**src/rtl/demux_32_1_4_reg.sv**
```systemverilog
// demux_32_1_4_reg: registered 1-to-4 steering demux with valid/ready handshake.
// Each output channel owns a one-entry holding slot, so a stalled consumer only
// blocks words addressed to it. At most one slot loads per cycle; any number drain.
module demux_32_1_4_reg #(
  parameter int WIDTH = 32
) (
  input  logic             clk,
  input  logic             rst,
  input  logic             in_valid,
  output logic             in_ready,
  input  logic [WIDTH-1:0] in_data,
  input  logic [1:0]       in_sel,
  output logic [3:0]       out_valid,
  input  logic [3:0]       out_ready,
  output logic [WIDTH-1:0] out_data0,
  output logic [WIDTH-1:0] out_data1,
  output logic [WIDTH-1:0] out_data2,
  output logic [WIDTH-1:0] out_data3,
  output logic [2:0]       pending_cnt
);

  typedef enum logic {
    ST_EMPTY = 1'b0,
    ST_FULL  = 1'b1
  } slot_state_e;

  slot_state_e      state_q [4];
  slot_state_e      state_d [4];
  logic [WIDTH-1:0] data_q  [4];
  logic [WIDTH-1:0] data_d  [4];
  logic [2:0]       cnt_q;
  logic [2:0]       cnt_d;

  logic [3:0]       acc_s;
  logic [3:0]       drain_s;
  logic             sel_full_s;

  // Number of set bits in a 4-bit drain vector (0..4).
  function automatic logic [2:0] popcount4(input logic [3:0] v);
    popcount4 = {2'b00, v[0]} + {2'b00, v[1]} + {2'b00, v[2]} + {2'b00, v[3]};
  endfunction

  // Handshake decode: ready depends only on the addressed slot.
  always_comb begin
    sel_full_s = (state_q[in_sel] == ST_FULL);
    in_ready   = ~sel_full_s | out_ready[in_sel];
    for (int k = 0; k < 4; k++) begin
      drain_s[k] = (state_q[k] == ST_FULL) & out_ready[k];
      acc_s[k]   = in_valid & in_ready & (in_sel == 2'(k));
    end
  end

  // Per-slot next state and data; a drained slot keeps its old data.
  always_comb begin
    for (int k = 0; k < 4; k++) begin
      state_d[k] = state_q[k];
      data_d[k]  = data_q[k];
      case (state_q[k])
        ST_EMPTY: begin
          if (acc_s[k]) begin
            state_d[k] = ST_FULL;
            data_d[k]  = in_data;
          end else begin
            state_d[k] = ST_EMPTY;
          end
        end
        ST_FULL: begin
          if (acc_s[k]) begin
            state_d[k] = ST_FULL;
            data_d[k]  = in_data;
          end else if (drain_s[k]) begin
            state_d[k] = ST_EMPTY;
          end else begin
            state_d[k] = ST_FULL;
          end
        end
        default: begin
          state_d[k] = ST_EMPTY;
        end
      endcase
    end
    cnt_d = cnt_q + {2'b00, |acc_s} - popcount4(drain_s);
  end

  // Slot state, slot data and occupancy count registers.
  always_ff @(posedge clk or posedge rst) begin
    if (rst) begin
      for (int k = 0; k < 4; k++) begin
        state_q[k] <= ST_EMPTY;
        data_q[k]  <= {WIDTH{1'b0}};
      end
      cnt_q <= 3'd0;
    end else begin
      for (int k = 0; k < 4; k++) begin
        state_q[k] <= state_d[k];
        data_q[k]  <= data_d[k];
      end
      cnt_q <= cnt_d;
    end
  end

  // Outputs come straight from registers.
  always_comb begin
    for (int k = 0; k < 4; k++) begin
      out_valid[k] = (state_q[k] == ST_FULL);
    end
    out_data0   = data_q[0];
    out_data1   = data_q[1];
    out_data2   = data_q[2];
    out_data3   = data_q[3];
    pending_cnt = cnt_q;
  end

endmodule

```
**config.mk**
```make
export PLATFORM = sky130hd
export DESIGN_NAME = demux_32_1_4_reg
export DESIGN_NICKNAME = d
export VERILOG_FILES = /design/src/rtl/demux_32_1_4_reg.sv
export SDC_FILE = /design/constraint.sdc
export NUM_CORES = 1
export LEC_CHECK = 0
export ABC_AREA = 0
export CAP_MARGIN = 20
export CORE_MARGIN = 2
export CORE_UTILIZATION = 25
export DETAILED_ROUTE_END_ITERATION = 8
export PLACE_DENSITY = 0.51
export SLEW_MARGIN = 10
export SYNTH_ARGS = -nofsm -noshare
export SYNTH_HDL_FRONTEND = slang
export SYNTH_SLANG_ARGS = --single-unit
```
**constraint.sdc**
```tcl
create_clock -name clk -period 5.4 [get_ports clk]
set_input_delay 1.35 -clock clk [delete_from_list [all_inputs] [get_ports clk]]
set_output_delay 1.35 -clock clk [all_outputs]
set_load 0.02 [all_outputs]
```
* Word-level counts from Yosys, hierarchy flattened
Index checks and enable logic that the tools add are counted.
Cells by class: equality and inequality tests 3, muxes and demuxes 25, bitwise operators 16, shift-type cells 0, reductions and logical operators 2, order comparisons 2, add/sub/neg operators 5, divide/modulo/power cells 0, multipliers 0
Operators by type and width (count):
- $mux 32 | 4
- $mux 1 | 15
- $and 1x1->1 | 9
- $pmux 1 s2 | 4
- $add 3x1->3 | 2
- $not 1->1 | 5
- $bmux 1 s2 | 2
- $eq 2x2->1 const B | 2
- $reduce_or 4->1 | 1
- $add 2x1->3 | 1
- $ge 3x3->1 const B | 1
- $lt 2x3->1 const B | 1
- $not 2->3 | 1
- $sub 3x3->3 | 1
- $add 1x1->2 | 1
- $eq 2x1->1 const B | 1
- $logic_not 2->1 | 1
- $or 1x1->1 | 1
Storage, ports and cells: bits in latches 0, word-level logic and storage cells 62, flip-flop bits (word level) 135, memories kept 0, output and inout bits 136, ROM bits 0, memory bits (writable) 0

* Logic depth before layout (Yosys ltp)
depth after elaboration 11, depth in mapped cells 8

* Worst setup path after synthesis
OpenSTA, ideal clock, no wires.
path type input-to-reg, start point input out_ready[3], end point register cnt_q[2], in the netlist pending_cnt[2], cell stages on the path 8, data required time 5275 ps, path slack 1740 ps, data arrival time 3535 ps, cells stage by stage nand2b_1 > mux4_2 > and2_1 > fa_1 > ha_1 > fa_1 > xnor2_1 > xnor2_1
Between the ends: longest elaborated chain between the ends 8
Ends and longest elaborated chain:
- start, declared | RTL line 14 | input logic [3:0] out_ready,
- $bmux 1 s2 (*) | RTL line 46 | in_ready = ~sel_full_s | out_ready[in_sel];
- $mux 1 (implied by the code) (*) | RTL line 46
- $or 1x1->1 (*) | RTL line 46
- named net in_ready | RTL line 10 | output logic in_ready,
- $and 1x1->1 (*) | RTL line 49 | acc_s[k] = in_valid & in_ready & (in_sel == 2'(k));
- $and 1x1->1 | RTL line 49
- $reduce_or 4->1 (*) | RTL line 82 | cnt_d = cnt_q + {2'b00, |acc_s} - popcount4(drain_s);
- $add 3x1->3 (*) | RTL line 82
- $sub 3x3->3 (*) | RTL line 82
- named net cnt_d[2] | RTL line 32 | logic [2:0] cnt_d;
- end signal, assigned | RTL line 98 | cnt_q <= cnt_d;
- end, declared | RTL line 31 | logic [2:0] cnt_q;
The timed path passes the listed nets; every way through them passes the cells marked *. The select of a mux whose other input is x is not followed. A chain may end at the register's enable or synchronous reset.

* Worst setup path after layout
start point input in_sel[0], end point output in_ready
Between the ends: longest elaborated chain between the ends 6
Ends and longest elaborated chain:
- start, declared | RTL line 12 | input logic [1:0] in_sel,
- $not 2->3 (implied by the code) | RTL line 45 | sel_full_s = (state_q[in_sel] == ST_FULL);
- $bmux 1 s2 | RTL line 45
- $mux 1 (implied by the code) (2 in series) | RTL line 45
- $not 1->1 | RTL line 46
- $or 1x1->1 (*) | RTL line 46
- end, declared | RTL line 10
Every way passes the cells marked *; elsewhere a longest branch is shown, timed or not. The select of a mux whose other input is x is not followed.

==> results.cfg <==
[timing]
setup-tns-final_ns = 0
tightest_slew_ns = 0.9453
final_max_slew_viol_count = 0
fmax_mhz = 228.2
finalSetupViolCount = 0
finalClockSkew_ns = 0.004571
layout_min_cycle_time_ns = 4.383
maxSlewHeadroom_pct = 36.98
period_share_pct = 81.17
rsz0062_at_grt = false
hold_viol_final = 0
fin_ws_ns = 1.017

[critical_path]
worstReg2RegStart = out_valid[3]
r2r_setup_slack_ns = 2.80
crit_top_cell = clkdlybuf4s50_1
cp-start-kind = input pin
r2r-end = pending_cnt[2]
slowest_stage = clkdlybuf4s50_1
critPathMaxStageDelay_ns = 0.57
worst_setup_path_end_kind = output pin
crit_end = in_ready
reg2reg_depth = 8
crit_cells = 3
cp_data_arrival_time_ns = 3.03
path_max_fanout = 4
cp_num_buf_inv = 2
critical_path.top_delay_family = buffers and inverters
path_cells = clkdlybuf4s50_1 -> mux4_2 -> clkdlybuf4s50_1
critPathRequiredTime_ns = 4.05
startpoint = in_sel[0]
worstSetupPathType = input pin to output pin

[detailed_routing]
drtIter0Drc = 60
finalWirelength_um = 13240
antenna_left = 0
routedWlPerCell_um = 16.98
first_pass_iters = 4
drcViolationCount = 0
via_per_inst = 4.159
dr_total_vias = 3244

[synth]
yosys.area_share.xor_xnor_pct = 0.5036
syn-num-nets = 356
synth_cells = 310
netlist-cell-type-count = 21
synth_warnings = 0
ys_seq_elements = 135
yosysSeqAreaShare_pct = 64.75
synthAdderAreaFrac_pct = 1.631
synth_area_um2 = 5218
synth_area_per_cell_um2 = 16.83
synthSimpleGateAreaFrac_pct = 2.398
synth_compound_area_share_pct = 0.09592
synth_top_family_by_area = multiplexers
synthMuxAreaShare_pct = 28.06

[cts]
cts_buffers = 17
root_buffer = clkbuf_16
post_cts_buffers = 0
cts_buffer_depth = 2
clkTransAtPathRegs_ns = 0.05
cts_tree = done
clock_sinks = 135
cts.repair.resized = 0
hold_buffers = 0
clk_latency_ns = 0.41
htreeDepth = 4

[power]
power_frac_comb_pct = 30.2
p_seq_share_pct = 37.5
swShare_pct = 29.38
intPower_w = 0.002543
pwr-share-clk_pct = 32.3
power_density_nw_per_um2 = 457.1
p_leak_nw = 3.239
peakVddDrop_mv = 0.2161
power_switching_w = 0.001058

[global_route]
grt_max_degree = 84
met1_usage_pct = 14.29
grt-busiest-layer = met2
grt_antenna_before_repair = 0
grtUsageTotal_pct = 12.49
grt_pass1_wl_um = 20840
grt_pass1_vias = 3640
met3_usage_pct = 5.245
grt_remaining_overflow = 0
grt_use_met2_pct = 21.02

[layout]
design_area_um2 = 7878
area_growth_pct = 50.98
instances_no_fill = 780
fin_nets = 544
antenna_cells = 0
nFillCells = 1913
layout-drive-gt1-share_pct = 30.59

[placement]
routabilityCongestion = 0.7021
dp.cells = 749
dp_hpwl_um = 9184
numPortBuffers = 176
placed_area_um2 = 7281
pre_cts_ws_ns = 1.004

[hold_path]
holdCritPathClass = register to register

[die]
rows = 52
core-area_um2 = 20360
start_util_pct = 25.62
dieHeight_um = 148.5
num_io_pins = 177
die-area_um2 = 22040
die_width_um = 148.5

[outcome]
outcome = complete, no violations

[job]
maxCapViolations = 0
## power by group through the flow
| stage | logic [W] | registers (W) | clock network [W] |
|---|---|---|---|
| 6_report | 0.00109 | 0.00135 | 0.00116 |
| 5_1_grt | 0.00115 | 0.00138 | 0.00126 |
| 4_1_cts | 0.00111 | 0.00136 | 0.00121 |
| 3_5_place_dp | 0.00110 | 0.00137 | 0 |
| 3_3_place_gp | 0.00109 | 0.00136 | 0 |
| 2_1_floorplan | 0.000267 | 0.00163 | 0 |
## worst min-delay path by stage
stage	start	to	slack, ns	cells past startpoint
2_1_floorplan	out_data1[0]	out_data1[0]	0.61	1
3_3_place_gp	out_data1[9]	out_data1[9]	0.47	1
3_5_place_dp	out_data2[24]	out_data2[24]	0.48	1
4_1_cts	out_data2[24]	out_data2[24]	0.49	1
5_1_grt	out_data2[24]	out_data2[24]	0.51	1
6_report	out_data2[24]	out_data2[24]	0.48	1
## area by class of cell
type                    instances  area, µm²  share of cell area, %
clock inverters                11      150.1                  1.906
multi-input cells             158       1714                  21.76
inverters                       3      16.27                 0.2065
flip-flops and latches        135       3378                  42.88
clock buffers                  20      446.7                  5.670
well taps                     270      337.8                  4.288
repair buffers                183       1834                  23.28
## synthesized netlist by cell type
cell type  number  area (µm²)
fa_1            3       60.06
buf_6           8       90.09
and3_1          1       6.260
nor2b_1         1       6.260
buf_2           5       25.02
o21ai_0         1       5.000
nand2b_1        4       25.02
mux2_1         14       157.7
mux4_2          1       22.52
nand2_1         6       22.52
xnor2_1         3       26.28
buf_4           1       7.510
ha_1            2       25.02
nor3b_4         1       18.77
nand3_1         1       5.000
mux2_2        114        1284
inv_1           3       11.26
nand3b_1        1       7.510
dfrtp_1       135        3378
nor2b_2         1       8.760
and2_1          4       25.02
## placed cells by master (no fill, tap or decap), types with 2 or more instances in the layout
| cell type | instances |
|---|---|
| inv_6 | 2 |
| nand2_1 | 6 |
| ha_1 | 2 |
| fa_1 | 3 |
| xnor2_1 | 3 |
| mux2_2 | 114 |
| bufinv_16 | 3 |
| mux2_1 | 14 |
| and2_1 | 4 |
| buf_4 | 5 |
| clkbuf_16 | 17 |
| clkinvlp_4 | 5 |
| clkdlybuf4s50_1 | 176 |
| inv_1 | 2 |
| clkbuf_1 | 2 |
| dfrtp_1 | 135 |
| nand2b_1 | 4 |
## per-layer routing
| layer | up-vias | wire length, µm | part of all wire, % |
|---|---|---|---|
| met2 | 103 | 6665 | 50 |
| met3 | 10 | 1053 | 8.0 |
| met1 | 1674 | 5360 | 40 |
| met4 | 0 | 164 | 1.2 |
| met5 | - | 0 | 0 |
| li1 | 1457 | - | - |
## stage by stage
stage / total power (W) / util (%) / hold slack, ns
final: 0.003601 / 38.68 / 0.4825
after global routing: 0.003794 / 38.68 / 0.5068
after CTS: 0.003671 / 38.68 / 0.4896
after detailed placement: 0.002475 / 35.75 / 0.4768
after global placement: 0.002453 / 35.68 / 0.4676
after floorplan: 0.001893 / - / 0.6095
## kinds of logic (layout without fill, tap and decap cells)
family | count (synthesis) | after routing
flip-flops | 135 | 135
AO/OA/AOI/OAI | 1 | 1
buffers and inverters | 17 | 217
multiplexers | 129 | 129
adder cells (fa/ha/maj) | 5 | 5
XOR/XNOR | 3 | 3
AND/OR/NAND/NOR | 20 | 20
## registers in the layout, summed over array words and instances, names as in the netlist
name / count
out_data0: 32
out_data1: 32
out_data2: 32
out_data3: 32
out_valid: 4
pending_cnt: 3
## worst register-to-register path: cells and delay by family, from the launching register on
kind	cells	cell delay, ns
multiplexers	1	0.50
XOR/XNOR	2	0.27
flip-flops	1	0.38
AND/OR/NAND/NOR	2	0.30
adder cells (fa/ha/maj)	3	1.04
Power figures use the tool's default switching activity.
